File: src/rtl/counter_n_pkg.sv
// counter_n_pkg: elaboration-time parameter legality helper for counter_n
package counter_n_pkg;
  function automatic bit params_ok(input int width, input longint max);
    return width >= 1 && max >= 0 && (width >= 63 || max < (64'sd1 <<< width));
  endfunction
endpackage

File: src/rtl/counter_n.sv
// counter_n: free-running 0..MAX wrap counter with terminal-count decode
module counter_n
  import counter_n_pkg::*;
#(
  parameter int WIDTH = 16,
  parameter int MAX = 5000
) (
  input  logic             clk,
  input  logic             rst,
  output logic [WIDTH-1:0] counter_val,
  output logic             tc
);
  if (!params_ok(WIDTH, MAX)) begin : g_bad_params
    $fatal(1, "counter_n: illegal WIDTH=%0d MAX=%0d", WIDTH, MAX);
  end
  // MAX has been range-checked, so this cast cannot drop bits
  localparam logic [WIDTH-1:0] max_v = WIDTH'(MAX);
  assign tc = counter_val == max_v;
  always_ff @(posedge clk or negedge rst)
    if (!rst) counter_val <= '0;
    else counter_val <= tc ? '0 : counter_val + WIDTH'(1);
endmodule

File: config.mk
export PLATFORM = sky130hd
export DESIGN_NAME = counter_n
export DESIGN_NICKNAME = d
export VERILOG_FILES = /design/src/rtl/counter_n_pkg.sv /design/src/rtl/counter_n.sv
export SDC_FILE = /design/constraint.sdc
export NUM_CORES = 1
export LEC_CHECK = 0
export ABC_AREA = 1
export CAP_MARGIN = 20
export CORE_MARGIN = 2
export CORE_UTILIZATION = 61
export CTS_CLUSTER_SIZE = 40
export DETAILED_ROUTE_END_ITERATION = 8
export DONT_BUFFER_PORTS = 1
export GPL_TIMING_DRIVEN = 0
export PLACE_DENSITY = 0.84
export SLEW_MARGIN = 15
export SYNTH_ARGS = -nofsm -noshare
export SYNTH_HDL_FRONTEND = slang
export SYNTH_SLANG_ARGS = --single-unit
File: constraint.sdc
create_clock -name clk -period 1.6 [get_ports clk]
set_input_delay 0.08 -clock clk [delete_from_list [all_inputs] [get_ports clk]]
set_output_delay 0.08 -clock clk [all_outputs]
set_load 0.03 [all_outputs]
==> results of run 1 <==
[power groups by stage]
stage          combinational [W]  sequential (W)  clock (W)
2_1_floorplan     0.000000000310        0.000412          0
3_3_place_gp      0.000000000310        0.000412          0
3_5_place_dp      0.000000000310        0.000412          0
4_1_cts               0.00000988        0.000404   0.000212
5_1_grt                0.0000112        0.000404   0.000230
6_report              0.00000936        0.000404   0.000210
[metrics by stage]
| step | area, sq um | instances | setup WS (ps) | hold slack [ps] |
|---|---|---|---|---|
| 2_1_floorplan | 1020 | 140 | 130 | -216 |
| 3_3_place_gp | 1040 | 156 | 51.4 | -215 |
| 3_5_place_dp | 1040 | 156 | -9.98 | -215 |
| 4_1_cts | 1110 | 162 | -27.7 | 313 |
| 5_1_grt | 1150 | 162 | -41.6 | 349 |
| 6_report | 1150 | 162 | 3.49 | 287 |
[cell usage in the layout (no fill, tap or decap)]
cell / Yosys / final
ha_2: 0 / 1
inv_1: 22 / 18
buf_4: 0 / 2
nand2_4: 2 / 2
clkbuf_4: 0 / 3
nor2_4: 5 / 6
nand2_2: 2 / 3
ha_4: 0 / 1
nor2_2: 2 / 4
nor3_1: 2 / 1
a21oi_1: 1 / 1
dlygate4sd3_1: 0 / 1
xor2_1: 4 / 4
nand3b_1: 1 / 1
nor3_4: 0 / 1
dfrtp_1: 16 / 3
nand4_1: 4 / 4
nand3_4: 0 / 1
o21ai_1: 2 / 2
dfrtp_2: 0 / 13
nand3_2: 1 / 2
inv_2: 2 / 6
nor2_1: 26 / 23
nand2_1: 34 / 33
xnor2_1: 1 / 1
nand3_1: 11 / 9
[what timing repair did]
action | 4_1_cts | 5_1_grt
hold endpoints to repair | 16 | 0
buffers inserted | 2 | 0
gates resized for setup | 18 | 11
setup endpoints to repair | 2 | 2
hold buffers | 1 | 0
pin swaps | 3 | 3
[worst min path at each step]
stage          from              end  cells after the start
3_3_place_gp    rst   counter_val[4]                      0
5_1_grt         rst   counter_val[6]                      1
6_report        rst  counter_val[14]                      1
2_1_floorplan   rst   counter_val[0]                      0
3_5_place_dp    rst   counter_val[5]                      0
4_1_cts         rst  counter_val[14]                      1
[synth_stat cells (2+ instances only)]
cell	count
dfrtp_1	16
ha_1	2
inv_1	22
inv_2	2
nand2_1	34
nand2_2	2
nand2_4	2
nand3_1	11
nand4_1	4
nor2_1	26
nor2_2	2
nor2_4	5
nor3_1	2
o21ai_1	2
xor2_1	4
[layer usage]
| metal | GRT usage | routed length, um | vias up |
|---|---|---|---|
| met2 | 0.435 | 1150 | 34 |
| met5 | 0 | 0 | - |
| met1 | 0.307 | 906 | 427 |
| li1 | - | - | 441 |
| met3 | 0.0520 | 176 | 3 |
| met4 | 0.109 | 23 | 0 |
[area by class of cell]
class | count | area, sq um
Multi-Input combinational cell | 100 | 579
Sequential cell | 16 | 417
Fill cell | 110 | 370
Inverter | 24 | 90.1
Timing Repair Buffer | 3 | 25.0
Clock buffer | 3 | 22.5
Tap cell | 16 | 20.0
[logic make-up (layout without fill, tap and decap cells)]
family / after synthesis / count (layout) / synth area share
simple gates: 90 / 90 / 0.432
buf+inv: 24 / 30 / 0.0891
flops: 16 / 16 / 0.396
xor+xnor: 5 / 5 / 0.0433
compound gates: 3 / 3 / 0.0148
fa+ha+maj: 2 / 2 / 0.0247
==> results_tabular.tex, run 1 <==
\begin{tabular}{lr}
\hline
Metric & Value \\
\hline
\multicolumn{2}{l}{\textbf{Logic synthesis}} \\
Async S/R FF share, synth & 1.00 \\
Number of flops mapped to enable cells by yosys & 0 \\
Synthesized area & 0.00101 sq mm \\
Top FF cell, synth & dfrtp\_1 \\
Post-Syn Area per Cell & 7.22 sq um \\
Count of distinct cell types in the synthesized netlist & 19 \\
Most area-hungry cell type in the Yosys netlist & dfrtp\_1 \\
Register area share after synthesis & 0.396 \\
Syn nets & 144 \\
Mapped Cells & 140 \\
Flip-flop and latch count after synthesis & 16 \\
Number of warnings issued by yosys & 0 \\
Leading cell types by total area after synthesis & dfrtp\_1, nand2\_1, nor2\_1 \\
Proportion of netlist area held by the largest area contributor & 0.396 \\
\multicolumn{2}{l}{\textbf{Worst setup path}} \\
CP Launch Type & flop \\
Type of element capturing the critical path & output pin \\
Critical path data arrival time & 1520 ps \\
Class of the most critical setup path & reg2out \\
Cell with the largest stage delay on the worst path & dfrtp\_2 \\
Startpoint of the worst-slack reg-to-reg timing path & counter\_val[1] \\
CP max stage delay & 510 ps \\
Worst R2R End & counter\_val[14] \\
Timing startpoint of the critical path & counter\_val[6] \\
Worst setup slack for register-to-register paths & 70 ps \\
Number of cells on the critical path & 5 \\
R2r worst-path depth & 6 \\
Buffers and inverters on the worst path & 1 \\
Capture point of the critical path & tc \\
Required time reported for the critical path endpoint & between 1500 and 2000 ps \\
Maximum fanout along the worst path & 4 \\
Largest delay share family, worst path & simple AND/OR/NAND/NOR gates \\
Series of cell instances along the critical path & inv\_2 -> nand2\_2 -> nor2\_4 -> nand3\_2 -> nor3\_4 \\
\multicolumn{2}{l}{\textbf{STA}} \\
Peak Freq & 0.626 GHz \\
Skew final & 2.79 ps \\
Relative slew margins & 0.507 \\
Share of the clock period used by the worst path & 0.998 \\
Number of slew-limit violations in the final report & 0 \\
Final setup violation count & 0 \\
RSZ-0062 raised after global routing & true \\
Final setup TNS & 0 ps \\
Minimum clock period & approximately 1600 ps \\
Final number of hold-violating endpoints & 0 \\
Pin slew with the least headroom to its limit & 737 ps \\
\multicolumn{2}{l}{\textbf{Clock tree}} \\
Number of clock sinks & 16 \\
Largest buffer count on any clock path & 2 \\
Clock buffer count from CTS & 3 \\
Total number of H-tree levels & 1 \\
Clock transition at the registers of the reported paths & about 90 ps \\
CTS tree & built \\
Clock insertion delay at the later pin of the skew report & 290 ps \\
CTS root buf & clkbuf\_4 \\
\multicolumn{2}{l}{\textbf{Pwr}} \\
Pint & 0.000493 W \\
Peak supply drop & 448 uV \\
Switching Power & $\sim$0.00013 W \\
Clock network fraction of design power & 0.337 \\
Static leakage power & 0.525 nW \\
Relative contribution of combinational cells to total power & 0.015 \\
Pwr per Cell Area & 540 mW/mm\^{}2 \\
Sequential fraction of design power & 0.648 \\
Net switching share of the total power & 0.209 \\
Total chip power & 0.000623 W \\
\multicolumn{2}{l}{\textbf{Route}} \\
Routed vias/inst & 5.59 \\
Via count & 905 \\
Detailed-route wire length & 2.25 mm \\
Number of iterations in the first detailed-routing pass & 5 \\
Final routed DRC violation total & 0 \\
Remaining antenna violation count after routing & 0 \\
Final routed wire length divided by cell count & 13.9 um \\
Number of DRC markers in iteration 0 & 40 \\
\multicolumn{2}{l}{\textbf{Floorplan}} \\
Number of I/O pins & 19 \\
Core area & $\sim$0.0015 sq mm \\
Vert. Die Dim & $\sim$45 um \\
Die width & around 45 um \\
Starting utilization of the core area & 0.663 \\
Row Count & 14 \\
Overall die area & 0.00200 sq mm \\
\multicolumn{2}{l}{\textbf{Global route}} \\
Pin count of the biggest net entering global routing & 17 \\
Number of global-route vias before repair & 857 \\
First-pass GRT wire length & approximately 3.7 mm \\
Total global routing overflow & 0 \\
Global router's overall resource usage & 0.253 \\
Number of antenna violations at the first check in global routing & 0 \\
\multicolumn{2}{l}{\textbf{Placement}} \\
DPL Wire Length & roughly 1.6 mm \\
Count of port buffers added during placement & 0 \\
Routability congestion estimate & 0.869 \\
\multicolumn{2}{l}{\textbf{Flow run}} \\
Max Cap Viol & 0 \\
\multicolumn{2}{l}{\textbf{Layout}} \\
\# diodes & 0 \\
Registers with the most flip-flops & counter\_val x16 \\
Largest register by flop count & counter\_val \\
Post-Route Utilization & 0.757 \\
Count of nets after finishing & 152 \\
Flip-flop count of the largest register after layout & 16 \\
Post-synthesis to final-layout area growth & 14.1\% \\
Fraction of layout instances using a drive strength above 1 & 0.308 \\
\multicolumn{2}{l}{\textbf{Run status}} \\
Status & finished, final reports clean \\
\multicolumn{2}{l}{\textbf{Min path}} \\
Hold/Removal Path Class & in2async \\
\hline
\end{tabular}
No activity file was read; power rests on OpenSTA's default activity.
==> run 2, diff against run 1 <==
Settings changed: GPL_TIMING_DRIVEN 0 to default.
==> results_tabular.tex, run 2 (synthesis results as in run 1) <==
\begin{tabular}{lr}
\hline
Metric & Value \\
\hline
\multicolumn{2}{l}{\textbf{Worst setup path}} \\
Worst R2R End & counter\_val[10] \\
Startpoint of the worst-slack reg-to-reg timing path & counter\_val[0] \\
Timing startpoint of the critical path & counter\_val[6] \\
Required time reported for the critical path endpoint & 1520 ps (about the same) \\
Class of the most critical setup path & reg2out \\
Worst setup slack for register-to-register paths & 150 ps (+80 ps) \\
Maximum fanout along the worst path & 3 (-1) \\
CP Launch Type & flop \\
Capture point of the critical path & tc \\
Critical path data arrival time & 1480 ps (-40 ps) \\
Type of element capturing the critical path & output pin \\
R2r worst-path depth & 7 (+1) \\
\multicolumn{2}{l}{\textbf{Layout}} \\
Flip-flop count of the largest register after layout & 16 (unchanged) \\
Most common cell after layout, fill and taps aside & nand2\_1 \\
Area of all placed cells without fillers & 0.00125 sq mm (+8.4\%) \\
Post-synthesis to final-layout area growth & 23.6\% \\
Count of nets after finishing & 173 (+14\%) \\
\# diodes & 0 (unchanged) \\
Fraction of layout instances using a drive strength above 1 & 0.299 (-0.00882) \\
Commonest cells after routing, fill and taps aside & nand2\_1, nor2\_1, buf\_4, inv\_1 \\
Largest register by flop count & counter\_val \\
Registers with the most flip-flops & counter\_val x16 \\
\multicolumn{2}{l}{\textbf{Run status}} \\
Status & finished, final reports clean \\
\multicolumn{2}{l}{\textbf{Route}} \\
Final routed wire length divided by cell count & 13.1 um (-5.8\%) \\
Routed vias/inst & 5.39 (-3.6\%) \\
Final routed DRC violation total & 0 (unchanged) \\
Via count & 986 (+9.0\%) \\
Number of DRC markers in iteration 0 & 36 (-10\%) \\
Detailed-route wire length & 2.40 mm (+6.4\%) \\
Number of iterations in the first detailed-routing pass & 4 (-1) \\
Remaining antenna violation count after routing & 0 (unchanged) \\
\multicolumn{2}{l}{\textbf{STA}} \\
Share of the clock period used by the worst path & 0.978 (-0.0200) \\
Worst hold slack after final layout & 282 ps (-5.01 ps) \\
Relative slew margins & 0.521 (+0.0139) \\
Peak Freq & 0.639 GHz (+2.0\%) \\
Pin slew with the least headroom to its limit & 716 ps (-20.8 ps) \\
Final setup violation count & 0 (unchanged) \\
Minimum clock period & 1560 ps (-31.9 ps) \\
RSZ-0062 raised after global routing & false \\
Final setup TNS & 0 ps (unchanged) \\
Final number of hold-violating endpoints & 0 (unchanged) \\
Skew final & 3.43 ps (+0.632 ps) \\
Number of slew-limit violations in the final report & 0 (unchanged) \\
\multicolumn{2}{l}{\textbf{Floorplan}} \\
Row Count & 14 (unchanged) \\
Starting utilization of the core area & 0.663 (unchanged) \\
Core area & 0.00152 sq mm (unchanged) \\
Die width & 44.7 um (unchanged) \\
Number of I/O pins & 19 (unchanged) \\
Vert. Die Dim & 44.7 um (unchanged) \\
Overall die area & 0.00200 sq mm (unchanged) \\
\multicolumn{2}{l}{\textbf{Clock tree}} \\
Clock insertion delay at the later pin of the skew report & 280 ps (about the same) \\
Clock buffer count from CTS & 3 (unchanged) \\
CTS root buf & clkbuf\_4 \\
Largest buffer count on any clock path & 2 (unchanged) \\
Total number of H-tree levels & 1 (unchanged) \\
Number of clock sinks & 16 (unchanged) \\
Clock transition at the registers of the reported paths & 90 ps (about the same) \\
CTS tree & built \\
\multicolumn{2}{l}{\textbf{Global route}} \\
Number of global-route vias before repair & 874 (+2.0\%) \\
First-pass GRT wire length & 3.61 mm (-1.5\%) \\
Total global routing overflow & 0 (unchanged) \\
Global router's overall resource usage & 0.253 (-0.000430) \\
Number of antenna violations at the first check in global routing & 0 (unchanged) \\
Pin count of the biggest net entering global routing & 17 (unchanged) \\
\multicolumn{2}{l}{\textbf{Pwr}} \\
Net switching share of the total power & 0.208 (-0.000781) \\
Pwr per Cell Area & 498 mW/mm\^{}2 (-7.8\%) \\
Clock network fraction of design power & 0.337 (about the same) \\
Sequential fraction of design power & 0.649 (about the same) \\
Relative contribution of combinational cells to total power & 0.015 (about the same) \\
Switching Power & 0.000130 W (-0.47\%) \\
Peak supply drop & 451 uV (+0.76\%) \\
Static leakage power & 0.641 nW (+22\%) \\
Pint & 0.000493 W (about the same) \\
\multicolumn{2}{l}{\textbf{Placement}} \\
Routability congestion estimate & 0.843 (-3.1\%) \\
Count of port buffers added during placement & 0 (unchanged) \\
DPL Wire Length & 1.75 mm (+12\%) \\
Placed cell areas & 0.00116 sq mm (+12\%) \\
\multicolumn{2}{l}{\textbf{Flow run}} \\
Max Cap Viol & 0 (unchanged) \\
\multicolumn{2}{l}{\textbf{Min path}} \\
Hold/Removal Path Class & in2async \\
\hline
\end{tabular}
## run 2: changes by cell type in the layout (fill, tap and decap cells not counted), moves of 2 or more
cell / previous run / this run
ha_1: 0 / 2
dfrtp_1: 3 / 11
nand3_1: 9 / 11
buf_4: 2 / 23
dfrtp_2: 13 / 5
nor2_1: 23 / 25
## run 2: area by class of cell
type | count | area (sq um)
inverter | 24 | 90.1
fill | 96 | 274
tap | 16 | 20.0
sequential | 16 | 407
timing repair buffer | 24 | 183
multi-input combinational | 100 | 528
clock buffer | 3 | 22.5
## run 2: critical path, cell delays in order (launching register included)
cell,delay [ps]
dfrtp_2,420
inv_2,80
nand2_1,50
nor2_1,140
nand3_1,110
nor3_2,210
buf_4,190
## run 2: layer usage
layer / GRT usage / routed length (um) / part of all wire / vias to the layer above
li1: - / - / - / 482
met1: 0.298 / 991 / 0.41 / 457
met2: 0.441 / 1230 / 0.51 / 41
met3: 0.0440 / 143 / 0.060 / 6
met4: 0.127 / 30 / 0.013 / 0
met5: 0 / 0 / 0 / -
## run 2: worst min path at each step
stage	startpoint	depth (start not counted)	end
after floorplan	rst	0	counter_val[0]
after global placement	rst	0	counter_val[4]
after detailed placement	rst	0	counter_val[4]
after CTS	rst	1	counter_val[6]
after global routing	rst	1	counter_val[6]
final	rst	1	counter_val[12]
## run 2: repair_timing
item                       4_1_cts  5_1_grt
gates resized for setup          1        8
setup endpoints to repair        1        1
setup buffers                    0        7
hold endpoints to repair        16        0
pin swaps                        0        1
hold buffers                     1        0
## run 2: power groups by stage
stage          clock network (W)  registers (W)       logic (W)
2_1_floorplan                  0       0.000412  0.000000000310
3_3_place_gp                   0       0.000412  0.000000000393
3_5_place_dp                   0       0.000412  0.000000000393
4_1_cts                 0.000217       0.000404      0.00000980
5_1_grt                 0.000225       0.000404       0.0000108
6_report                0.000210       0.000404      0.00000915
## run 2: stage by stage
stage | setup slack [ps] | instances | utilization | power (W)
floorplan | 130 | 140 | - | 0.000412
global placement | 296 | 172 | 0.759 | 0.000412
detailed placement | 257 | 172 | 0.759 | 0.000412
CTS | 2.65 | 176 | 0.780 | 0.000631
global route | 2.41 | 183 | 0.820 | 0.000640
finish | 35.4 | 183 | 0.820 | 0.000623
==> run 3, diff against run 2 <==
Settings changed: CORE_MARGIN 2 to 10, MAX_ROUTING_LAYER from default to met4, SKIP_CTS_REPAIR_TIMING from default to 1.
==> results_tabular.tex, run 3 (synthesis results as in run 1) <==
\begin{tabular}{lr}
\hline
Metric & Value \\
\hline
\multicolumn{2}{l}{\textbf{Clock tree}} \\
Clock insertion delay at the later pin of the skew report & 300 ps (+20 ps) \\
CTS root buf & clkbuf\_4 \\
Total number of H-tree levels & 1 (unchanged) \\
Clock transition at the registers of the reported paths & 100 ps (about the same) \\
Clock buffer count from CTS & 3 (unchanged) \\
Number of clock sinks & 16 (unchanged) \\
Largest buffer count on any clock path & 2 (unchanged) \\
CTS tree & built \\
\multicolumn{2}{l}{\textbf{Route}} \\
Via count & 999 (+1.3\%) \\
Final routed DRC violation total & 0 (unchanged) \\
Final routed wire length divided by cell count & 15.0 um (+14\%) \\
Remaining antenna violation count after routing & 0 (unchanged) \\
Number of iterations in the first detailed-routing pass & 4 (unchanged) \\
Number of DRC markers in iteration 0 & 33 (-8.3\%) \\
Detailed-route wire length & 2.71 mm (+13\%) \\
Routed vias/inst & 5.52 (+2.4\%) \\
\multicolumn{2}{l}{\textbf{Worst setup path}} \\
Class of the most critical setup path & reg2out \\
CP Launch Type & flop \\
Critical path data arrival time & 1480 ps (about the same) \\
Maximum fanout along the worst path & 4 (+1) \\
Required time reported for the critical path endpoint & 1520 ps (about the same) \\
Type of element capturing the critical path & output pin \\
\multicolumn{2}{l}{\textbf{STA}} \\
Share of the clock period used by the worst path & 0.976 (-0.00230) \\
Relative slew margins & 0.498 (-0.0229) \\
Number of slew-limit violations in the final report & 0 (unchanged) \\
Skew final & 6.30 ps (+2.88 ps) \\
Minimum clock period & 1560 ps (-3.68 ps) \\
Final setup TNS & 0 ps (unchanged) \\
Final setup violation count & 0 (unchanged) \\
PnR worst setup slack & 39.1 ps (+3.68 ps) \\
Final number of hold-violating endpoints & 0 (unchanged) \\
Peak Freq & 0.641 GHz (+0.24\%) \\
Pin slew with the least headroom to its limit & 750 ps (+34.2 ps) \\
\multicolumn{2}{l}{\textbf{Layout}} \\
Fraction of layout instances using a drive strength above 1 & 0.291 (-0.00849) \\
Post-synthesis to final-layout area growth & 23.0\% \\
Most common cell after layout, fill and taps aside & nand2\_1 \\
Commonest cells after routing, fill and taps aside & nand2\_1, nor2\_1, inv\_1, buf\_4 \\
Largest register by flop count & counter\_val \\
Count of nets after finishing & 170 (-1.7\%) \\
Registers with the most flip-flops & counter\_val x16 \\
Area of all placed cells without fillers & 0.00124 sq mm (-0.50\%) \\
Final-layout fill cell count & 99 (+3.1\%) \\
Post-Route Utilization & 0.807 (-0.0134) \\
\# diodes & 0 (unchanged) \\
Flip-flop count of the largest register after layout & 16 (unchanged) \\
Final cell count without fillers & 181 (-1.1\%) \\
\multicolumn{2}{l}{\textbf{Global route}} \\
First-pass GRT wire length & 4.33 mm (+20\%) \\
Total global routing overflow & 0 (unchanged) \\
Global router's overall resource usage & 0.157 (-0.0964) \\
Pin count of the biggest net entering global routing & 17 (unchanged) \\
Number of global-route vias before repair & 964 (+10\%) \\
Number of antenna violations at the first check in global routing & 0 (unchanged) \\
\multicolumn{2}{l}{\textbf{Pwr}} \\
Pint & 0.000544 W (+10\%) \\
Net switching share of the total power & 0.212 (+0.00401) \\
Relative contribution of combinational cells to total power & 0.014 (about the same) \\
Peak supply drop & 456 uV (+1.1\%) \\
Clock network fraction of design power & 0.402 (+0.065) \\
Static leakage power & 0.636 nW (-0.77\%) \\
Sequential fraction of design power & 0.585 (-0.064) \\
Pwr per Cell Area & 556 mW/mm\^{}2 (+12\%) \\
Switching Power & 0.000147 W (+13\%) \\
\multicolumn{2}{l}{\textbf{Floorplan}} \\
Starting utilization of the core area & 0.656 (-0.00754) \\
Row Count & 14 (unchanged) \\
Overall die area & 0.00369 sq mm (+84\%) \\
Core area & 0.00154 sq mm (+1.1\%) \\
Number of I/O pins & 19 (unchanged) \\
Vert. Die Dim & 60.7 um (+36\%) \\
Die width & 60.7 um (+36\%) \\
\multicolumn{2}{l}{\textbf{Min path}} \\
Hold/Removal Path Class & in2async \\
\multicolumn{2}{l}{\textbf{Run status}} \\
Status & finished, final reports clean \\
\multicolumn{2}{l}{\textbf{Flow run}} \\
Max Cap Viol & 0 (unchanged) \\
\multicolumn{2}{l}{\textbf{Placement}} \\
Count of port buffers added during placement & 0 (unchanged) \\
Routability congestion estimate & 0.847 (+0.57\%) \\
DPL Wire Length & 1.91 mm (+9.2\%) \\
Placed cells & 172 (unchanged) \\
Worst slack at placement & 229 ps (-27.4 ps) \\
Placed cell areas & 0.00116 sq mm (unchanged) \\
\hline
\end{tabular}
==> run 3: changes by cell type in the layout (fill, tap and decap cells not counted), sizes merged <==
cell    before  now
clkbuf       3    4
buf         23   20
==> run 3: through the flow <==
stage / hold WS (ps) / total power [W]
after global placement: -215 / 0.000412
after global routing: 328 / 0.000711
final: 281 / 0.000691
after CTS: -540 / 0.000680
after detailed placement: -215 / 0.000412
after floorplan: -216 / 0.000412
==> run 3: area by class of cell <==
cell class | count | area, sq um | share of cell area
sequential | 16 | 407 | 0.327
clock buffer | 4 | 36.3 | 0.0292
timing repair buffer | 21 | 160 | 0.129
multi-input combinational | 100 | 531 | 0.427
inverter | 24 | 90.1 | 0.0724
tap | 16 | 20.0 | 0.0161
==> run 3: power by group through the flow <==
| stage | sequential (W) | clock [W] | combinational (W) |
|---|---|---|---|
| floorplan | 0.000412 | 0 | 0.000000000310 |
| finish | 0.000404 | 0.000278 | 0.00000950 |
| CTS | 0.000404 | 0.000276 | 0.000000000393 |
| detailed placement | 0.000412 | 0 | 0.000000000393 |
| global route | 0.000404 | 0.000296 | 0.0000110 |
| global placement | 0.000412 | 0 | 0.000000000393 |
==> run 3: path summary, 6_finish.rpt <==
path                                startpoint               to  slack (ps)  cells after the start
worst min-delay path                       rst   counter_val[5]         280                      1
min in group clk                counter_val[5]   counter_val[5]         620                      2
max in group asynchronous                  rst  counter_val[15]         800                      1
worst max-delay path            counter_val[0]               tc          40                      5
worst min register to register  counter_val[5]   counter_val[5]         620                      2
worst max register to register  counter_val[1]  counter_val[14]         160                      7
==> run 3: worst max-delay path, cell delays in order (launching register included) <==
cell     delay, ps
dfrtp_1        440
inv_2           90
ha_2           200
nand3_1         90
nor3_2         170
buf_4          190
==> run 3: per-layer routing <==
layer / routed length, um / global-route usage
met1: 1120 / 0.183
met2: 1260 / 0.239
met3: 197 / 0.0376
met4: 130 / 0.0909
met5: 0 / -
